File: src/rtl/xil_fifo_pkg.sv
// Shared helpers for the single-clock SDP FIFO controller.
// No logic of its own: constant functions used at elaboration time.
// Supplies the occupancy width and the legal-parameter check.
package xil_fifo_pkg;

  // Ceiling log2, usable in constant expressions.
  function automatic int clog2(input longint v);
    int     r;
    longint x;
    r = 0;
    x = v - 1;
    while (x > 0) begin
      r = r + 1;
      x = x >> 1;
    end
    return r;
  endfunction

  // Occupancy counter width: one bit wider than the address so that
  // a completely full RAM (DEP == 2^ADR) is representable.
  function automatic int occ_w(input int adr);
    return adr + 1;
  endfunction

  // Legal parameter set: depth fits the RAM, read latency 1..3,
  // almost-full threshold inside the depth.
  function automatic bit params_ok(input int adr, input int dep,
                                   input int del, input int aful);
    return (dep >= 2) &&
           (longint'(dep) <= (longint'(1) << adr)) &&
           (del >= 1) && (del <= 3) &&
           (aful >= 1) && (aful <= dep);
  endfunction

endpackage

File: src/rtl/xil_fifo_wrap_ptr.sv
// Modulo-DEP address pointer with increment enable.
// Latency: registered, new value visible the cycle after inc_i.
// No backpressure: the caller only raises inc_i on an accepted beat.
module xil_fifo_wrap_ptr #(
  parameter int ADR = 10,
  parameter int DEP = 1024
) (
  input  logic           clk,
  input  logic           rst,
  input  logic           inc_i,
  output logic [ADR-1:0] ptr_o
);

  // Explicit compare against the last slot so non-power-of-two depths wrap.
  localparam logic [ADR-1:0] LAST = ADR'(DEP - 1);

  logic [ADR-1:0] ptr_q;
  logic [ADR-1:0] ptr_d;

  // Next pointer: hold, step, or wrap from DEP-1 back to 0.
  always_comb begin
    ptr_d = ptr_q;
    if (inc_i) begin
      ptr_d = (ptr_q == LAST) ? '0 : ptr_q + ADR'(1);
    end
  end

  // Pointer register with synchronous reset to slot 0.
  always_ff @(posedge clk) begin
    if (rst) begin
      ptr_q <= '0;
    end else begin
      ptr_q <= ptr_d;
    end
  end

  assign ptr_o = ptr_q;

endmodule

File: src/rtl/xil_fifo_sdp_1clk_ctrl.sv
// Push/pop FIFO control around a simple-dual-port RAM (xil_bram_sdp_1clk_wrap).
// Latency: pop-to-rvld DEL cycles; push-to-earliest-pop 1 cycle; flags lag accept by 1.
// Backpressure: push dropped while full, pop dropped while empty. Optional macro
// XIL_FIFO_ERR_FLAG_EN adds sticky ovf/udf flags; otherwise both are tied low.
module xil_fifo_sdp_1clk_ctrl
  import xil_fifo_pkg::*;
#(
  parameter int ADR  = 10,
  parameter int DAT  = 18,
  parameter int DEP  = 1024,
  parameter int DEL  = 1,
  parameter int AFUL = 1020
) (
  input  logic                   clk,
  input  logic                   rst,
  input  logic                   push,
  input  logic [DAT-1:0]         pdat,
  input  logic                   pop,
  output logic [DAT-1:0]         rdat,
  output logic                   rvld,
  output logic                   full,
  output logic                   empty,
  output logic                   afull,
  output logic [occ_w(ADR)-1:0]  cnt,
  output logic                   ovf,
  output logic                   udf,
  output logic                   ram_wen,
  output logic [ADR-1:0]         ram_wad,
  output logic [DAT-1:0]         ram_wda,
  output logic                   ram_ren,
  output logic [ADR-1:0]         ram_rad,
  input  logic [DAT-1:0]         ram_rda
);

  localparam int             CW     = occ_w(ADR);
  localparam logic [CW-1:0]  DEP_C  = CW'(DEP);
  localparam logic [CW-1:0]  AFUL_C = CW'(AFUL);

  // Refuse to elaborate with a depth the RAM cannot hold or an
  // unsupported read latency.
  if (!params_ok(ADR, DEP, DEL, AFUL)) begin : g_bad_params
    $error("xil_fifo_sdp_1clk_ctrl: illegal ADR/DEP/DEL/AFUL combination");
  end

  logic           wacc;
  logic           racc;
  logic [ADR-1:0] wptr;
  logic [ADR-1:0] rptr;
  logic [CW-1:0]  cnt_q;
  logic [CW-1:0]  cnt_d;
  logic           full_q;
  logic           empty_q;
  logic           afull_q;
  logic [DEL-1:0] vld_q;

  // Acceptance uses the registered flags, so an entry written this cycle
  // is never read in the same cycle (no bypass through an empty FIFO).
  assign wacc = push & ~full_q;
  assign racc = pop  & ~empty_q;

  // RAM ports are driven straight from the accept terms and pointers.
  assign ram_wen = wacc;
  assign ram_wad = wptr;
  assign ram_wda = pdat;
  assign ram_ren = racc;
  assign ram_rad = rptr;

  xil_fifo_wrap_ptr #(
    .ADR (ADR),
    .DEP (DEP)
  ) u_wptr (
    .clk   (clk),
    .rst   (rst),
    .inc_i (wacc),
    .ptr_o (wptr)
  );

  xil_fifo_wrap_ptr #(
    .ADR (ADR),
    .DEP (DEP)
  ) u_rptr (
    .clk   (clk),
    .rst   (rst),
    .inc_i (racc),
    .ptr_o (rptr)
  );

  // Next occupancy: simultaneous accept leaves the count unchanged.
  always_comb begin
    cnt_d = cnt_q;
    unique case ({wacc, racc})
      2'b10:   cnt_d = cnt_q + CW'(1);
      2'b01:   cnt_d = cnt_q - CW'(1);
      default: cnt_d = cnt_q;
    endcase
  end

  // Count and status flags, all derived from the next count so they stay
  // coherent with cnt every cycle.
  always_ff @(posedge clk) begin
    if (rst) begin
      cnt_q   <= '0;
      full_q  <= 1'b0;
      empty_q <= 1'b1;
      afull_q <= 1'b0;
    end else begin
      cnt_q   <= cnt_d;
      full_q  <= (cnt_d == DEP_C);
      empty_q <= (cnt_d == '0);
      afull_q <= (cnt_d >= AFUL_C);
    end
  end

  // Read-valid shift register matching the RAM read latency; reset flushes
  // any read still in flight so it never produces rvld.
  if (DEL == 1) begin : g_vld1
    always_ff @(posedge clk) begin
      if (rst) begin
        vld_q <= '0;
      end else begin
        vld_q <= racc;
      end
    end
  end else begin : g_vldn
    always_ff @(posedge clk) begin
      if (rst) begin
        vld_q <= '0;
      end else begin
        vld_q <= {vld_q[DEL-2:0], racc};
      end
    end
  end

  assign rvld  = vld_q[DEL-1];
  assign rdat  = ram_rda;
  assign cnt   = cnt_q;
  assign full  = full_q;
  assign empty = empty_q;
  assign afull = afull_q;

`ifdef XIL_FIFO_ERR_FLAG_EN
  logic ovf_q;
  logic udf_q;

  // Sticky error flags: a request refused by full/empty latches until reset.
  always_ff @(posedge clk) begin
    if (rst) begin
      ovf_q <= 1'b0;
      udf_q <= 1'b0;
    end else begin
      if (push & full_q)  ovf_q <= 1'b1;
      if (pop  & empty_q) udf_q <= 1'b1;
    end
  end

  assign ovf = ovf_q;
  assign udf = udf_q;
`else
  assign ovf = 1'b0;
  assign udf = 1'b0;
`endif

  // Occupancy never exceeds the depth and the FIFO is never both full and empty.
  a_cnt_range : assert property (@(posedge clk) disable iff (rst) cnt_q <= DEP_C);
  a_flags_excl : assert property (@(posedge clk) disable iff (rst) !(full_q && empty_q));
  a_empty_cnt : assert property (@(posedge clk) disable iff (rst) empty_q == (cnt_q == '0));

endmodule

File: config.mk
export PLATFORM = sky130hd
export DESIGN_NAME = xil_fifo_sdp_1clk_ctrl
export DESIGN_NICKNAME = d
export VERILOG_FILES = /design/src/rtl/xil_fifo_pkg.sv /design/src/rtl/xil_fifo_wrap_ptr.sv /design/src/rtl/xil_fifo_sdp_1clk_ctrl.sv
export SDC_FILE = /design/constraint.sdc
export NUM_CORES = 1
export LEC_CHECK = 0
export CORE_MARGIN = 10
export CORE_UTILIZATION = 40
export CTS_BUF_LIST = sky130_fd_sc_hd__clkbuf_4 sky130_fd_sc_hd__clkbuf_8
export DETAILED_ROUTE_END_ITERATION = 10
export GPL_TIMING_DRIVEN = 0
export PLACE_DENSITY = 0.79
export SETUP_SLACK_MARGIN = 0.2
export SYNTH_ARGS = -nofsm -noshare
export SYNTH_HDL_FRONTEND = slang
export SYNTH_HIERARCHICAL = 1
export SYNTH_SLANG_ARGS = --single-unit
File: constraint.sdc
create_clock -name clk -period 3.44 [get_ports clk]
set_input_delay 0.344 -clock clk [delete_from_list [all_inputs] [get_ports clk]]
set_output_delay 0.344 -clock clk [all_outputs]
set_load 0.01 [all_outputs]
==> run summary, run 1 <==
The number of standard cells after synthesis is 324. The number of hold buffers added after CTS was 0. The layout cell share with drive strength beyond 1 is 19.6%. The static leakage is 1.38 nW. The area of the die is 10000 um2. After detailed placement, the design holds a cell count of 478. The number of pins exceeding their max-slew limit in the final report came out at 0. The first detailed-routing pass took 5 iterations. For met1 alone, demand over resource in global routing was 16.7%. The die span in x is 100 um. The leading cell type by number of instances after synthesis is sky130_fd_sc_hd__buf_4. The flip-flop and latch count after synthesis came out at 35.

The wire length of the first global-routing pass is 13100 um. The met2 track utilization from global routing came out at 28.0%. The power density over the cells came out at 447 nW/um2. Once the floorplan was initialized, standard cells occupied 40.8% of the core. The worst slew margin relative to its limit is 59.6%. The via count came out at 2712. The most used flip-flop cell after synthesis is sky130_fd_sc_hd__dfxtp_1. Setup slack on the critical path of the routed design comes to 0.377 ns.

The maximum cell stage delay along the critical path came out at 0.54 ns. The setup TNS is 0 ns. The non-filler instance count after layout came out at 486. In this run the mean area of a mapped cell was 7.90 um2. The total number of yosys warnings came out at 6. The buffer depth of the longest clock path came out at 2. The type of destination of the critical path is a register. The timing-limited maximum frequency came out at 326 MHz. The count of distinct cell types in the synthesized netlist is 57. The depth of the worst hold-timing path is 2. The layout net count came out at 453. The post-synthesis sequential area ratio came out at 27.4%. The global routing stage identified its most utilized layer as met2.

Setup repair after global routing could not meet its margin everywhere. The total half-perimeter wirelength after legalization and detailed placement is 6290 um. Clock tree synthesis selected as its root buffer the cell sky130_fd_sc_hd__clkbuf_8. Summed over all layers, the routed wires come to 8130 um. The actual transition at the worst max-transition pin came out at 0.607 ns. The number of antenna violations at the first check in global routing came out at 0. The worst setup path is launched from an input port.

Global routing consumed, over all layers together, 15.4% of the routing resources. The number of CTS-inserted buffers is 5. For the worst flop-to-flop path, the logic depth is 9. The cell count along the critical path came out at 9. The sum of overflow across all layers after global routing came out at 0.

The flow ran to the end, and the final reports show no timing, DRC or antenna violations. The signal on the critical path passes through clkdlybuf4s50_1, nand2b_4, buf_2, ha_1, clkbuf_1, a31oi_1, xor2_1, or4_4, o31ai_1. Across the run, the number of max-cap violations was 0. Fill cells in the final layout number 597. The post-detailed-route DRC marker count came out at 0.

The number of nets still failing antenna checks after routing came out at 0. TritonCTS built the clock tree. In the finished design, the share of the clock period the worst path needs comes to 89.1%. The antenna cell count is 0.

The core region is 6280 um2. The maximum vdd drop is 0.307 mV. The largest total area in the synthesized netlist belongs to sky130_fd_sc_hd__dfxtp_1. By count the netlist is led by 39 x sky130_fd_sc_hd__buf_4, 35 x sky130_fd_sc_hd__dfxtp_1, 26 x sky130_fd_sc_hd__nor2_1. After detailed routing, the number of vias per cell comes to 5.58.

The final count of hold timing violations came out at 0. Counting every sink on the clock net gives 35. The arrival time of the worst setup path came out at 3.25 ns. From bottom edge to top edge, the die measures 100 um. The worst-skew pair later-pin latency is 0.28 ns. The count of buffers added on input and output ports is 76. After synthesis, the largest area contributor takes up 27.4% of total cell area. The pre-CTS worst setup slack is -0.113 ns. The data required time at the worst endpoint came out at 3.63 ns. The path class of the tightest hold or removal check is register to register. The critical path buffer and inverter count is 3. Clock-pin slew was measured on the worst setup and hold paths at 0.07 ns. The utilization after layout is 56.5%. The maximum fanout encountered on the critical timing path came out at 10. The number of global-route vias before repair is 2702. For this design the top-level I/O count stands at 115.

The number of enable flip-flop cells after synthesis is 0. The detailed router's first-iteration violation count is 145. The maximum number of pins on one net before global-route repair came out at 11. Between clock sinks in the finished design, the worst skew comes to 0.00751 ns.

On the critical path the largest part of the delay comes from buffers and inverters. Yosys attributes the largest share of cell area to sky130_fd_sc_hd__dfxtp_1 27%, sky130_fd_sc_hd__buf_4 11%, sky130_fd_sc_hd__nor2_1 3.8%. Routability-driven placement finished with a final weighted congestion of 0.953.

The met3 track demand over resource in global routing came out at 4.81%. The row count is 29. The cell area after technology mapping is 2560 um2. The post-synthesis to final-layout area growth is 38.5%. For this design, the slowest cell found on the critical path is sky130_fd_sc_hd__or4_4. The time the final worst path needs with I/O delays and setup is 3.06 ns. Setup violations remaining at the end of the flow were counted as 0.

The startpoint-to-endpoint class of the critical path is input port to register. The H-tree generated during clock tree synthesis spans 2 levels. Total power for the finished layout comes to 1.59 mW. The average wire per cell in the routed design is 16.7 um. Of all flip-flops after synthesis, the portion carrying an async set or reset was 0%.
## worst reg2reg max path, cell delays in order, from the launching register on
cell and delay, ns:
sky130_fd_sc_hd__dfxtp_1 0.32, sky130_fd_sc_hd__nand2b_1 0.14, sky130_fd_sc_hd__inv_2 0.08, sky130_fd_sc_hd__clkbuf_4 0.20
sky130_fd_sc_hd__ha_1 0.42, sky130_fd_sc_hd__clkbuf_1 0.51, sky130_fd_sc_hd__a31oi_1 0.15, sky130_fd_sc_hd__xor2_1 0.22
sky130_fd_sc_hd__or4_4 0.55, sky130_fd_sc_hd__o31ai_1 0.26
## worst paths after layout
| check | startpoint | endpoint | slack (ns) |
|---|---|---|---|
| worst max-delay path | push | empty$_SDFF_PP1_ | 0.38 |
| worst min-delay path | u_rptr/ptr_o[9]$_SDFFE_PP0P_ | u_rptr/ptr_o[9]$_SDFFE_PP0P_ | 0.55 |
| worst max register to register | empty$_SDFF_PP1_ | empty$_SDFF_PP1_ | 0.50 |
| worst min register to register | u_rptr/ptr_o[9]$_SDFFE_PP0P_ | u_rptr/ptr_o[9]$_SDFFE_PP0P_ | 0.55 |
## power breakdown
part	leakage, nW	switching [mW]	internal, mW
sequential	0.284	0.0533	0.451
combinational	1.04	0.381	0.345
clock	0.0547	0.136	0.220
total	1.38	0.570	1.02
## flip-flops by register name (all words and copies together) (netlist names)
register / cells
u_wptr/ptr_o: 10
rvld: 1
afull: 1
full: 1
cnt: 11
u_rptr/ptr_o: 10
empty: 1
## routing by layer
layer	vias up	routed length (um)
li1	1307	-
met1	1272	3090
met2	122	4200
met3	11	720
met4	0	123
met5	-	0
## repair_timing
| item | 4_1_cts | 5_1_grt |
|---|---|---|
| setup endpoints to repair | 1 | 2 |
| buffers inserted | 0 | 1 |
| pin swaps | 0 | 1 |
| cloned | 0 | 0 |
| gates resized for setup | 1 | 5 |
## cell families after synthesis
| group | synth area share, % |
|---|---|
| compound gates | 18.0 |
| xor+xnor | 5.81 |
| flops | 27.4 |
| buf+inv | 16.7 |
| simple gates | 29.7 |
| other cells | 0.146 |
| fa+ha+maj | 1.95 |
| mux | 0.391 |
## metrics by stage
stage / hold slack, ns / instance area (um2)
4_1_cts: 0.550 / 3530
2_1_floorplan: 0.525 / 2560
3_5_place_dp: 0.536 / 3420
5_1_grt: 0.578 / 3550
3_3_place_gp: 0.520 / 3420
6_report: 0.551 / 3550
## cell usage in the layout, fill, tap and decap left out, types with 9 or more instances in the layout
| cell | Yosys | final |
|---|---|---|
| sky130_fd_sc_hd__clkdlybuf4s50_1 | 0 | 76 |
| sky130_fd_sc_hd__buf_4 | 39 | 40 |
| sky130_fd_sc_hd__dfxtp_1 | 35 | 35 |
| sky130_fd_sc_hd__nor2_1 | 26 | 26 |
| sky130_fd_sc_hd__nand2_1 | 20 | 19 |
| sky130_fd_sc_hd__o21ai_0 | 15 | 15 |
| sky130_fd_sc_hd__a21oi_1 | 15 | 14 |
| sky130_fd_sc_hd__nand3_1 | 13 | 13 |
| sky130_fd_sc_hd__xor2_1 | 11 | 11 |
| sky130_fd_sc_hd__inv_1 | 9 | 9 |
| sky130_fd_sc_hd__o31ai_1 | 9 | 9 |
| sky130_fd_sc_hd__nor3_1 | 9 | 9 |
## area by class of cell
class                      instances  area (um2)  share of cell area (%)
clock buffer                       6        76.3                    2.15
multi-input combinational        222        1450                    40.7
clock inverter                     1        30.0                   0.846
buffer                            57         390                    11.0
inverter                          11        41.3                    1.16
tap                               77        96.3                    2.72
timing repair buffer              77         768                    21.7
sequential                        35         701                    19.7
Note: power is estimated with default switching activity, not from simulation.
==> inputs of run 2 (changes only) <==
Settings changed: HOLD_SLACK_MARGIN set to 0.15.
==> results of run 2 <==
The final DEF is identical to that of run 1; final timing and power are the same.
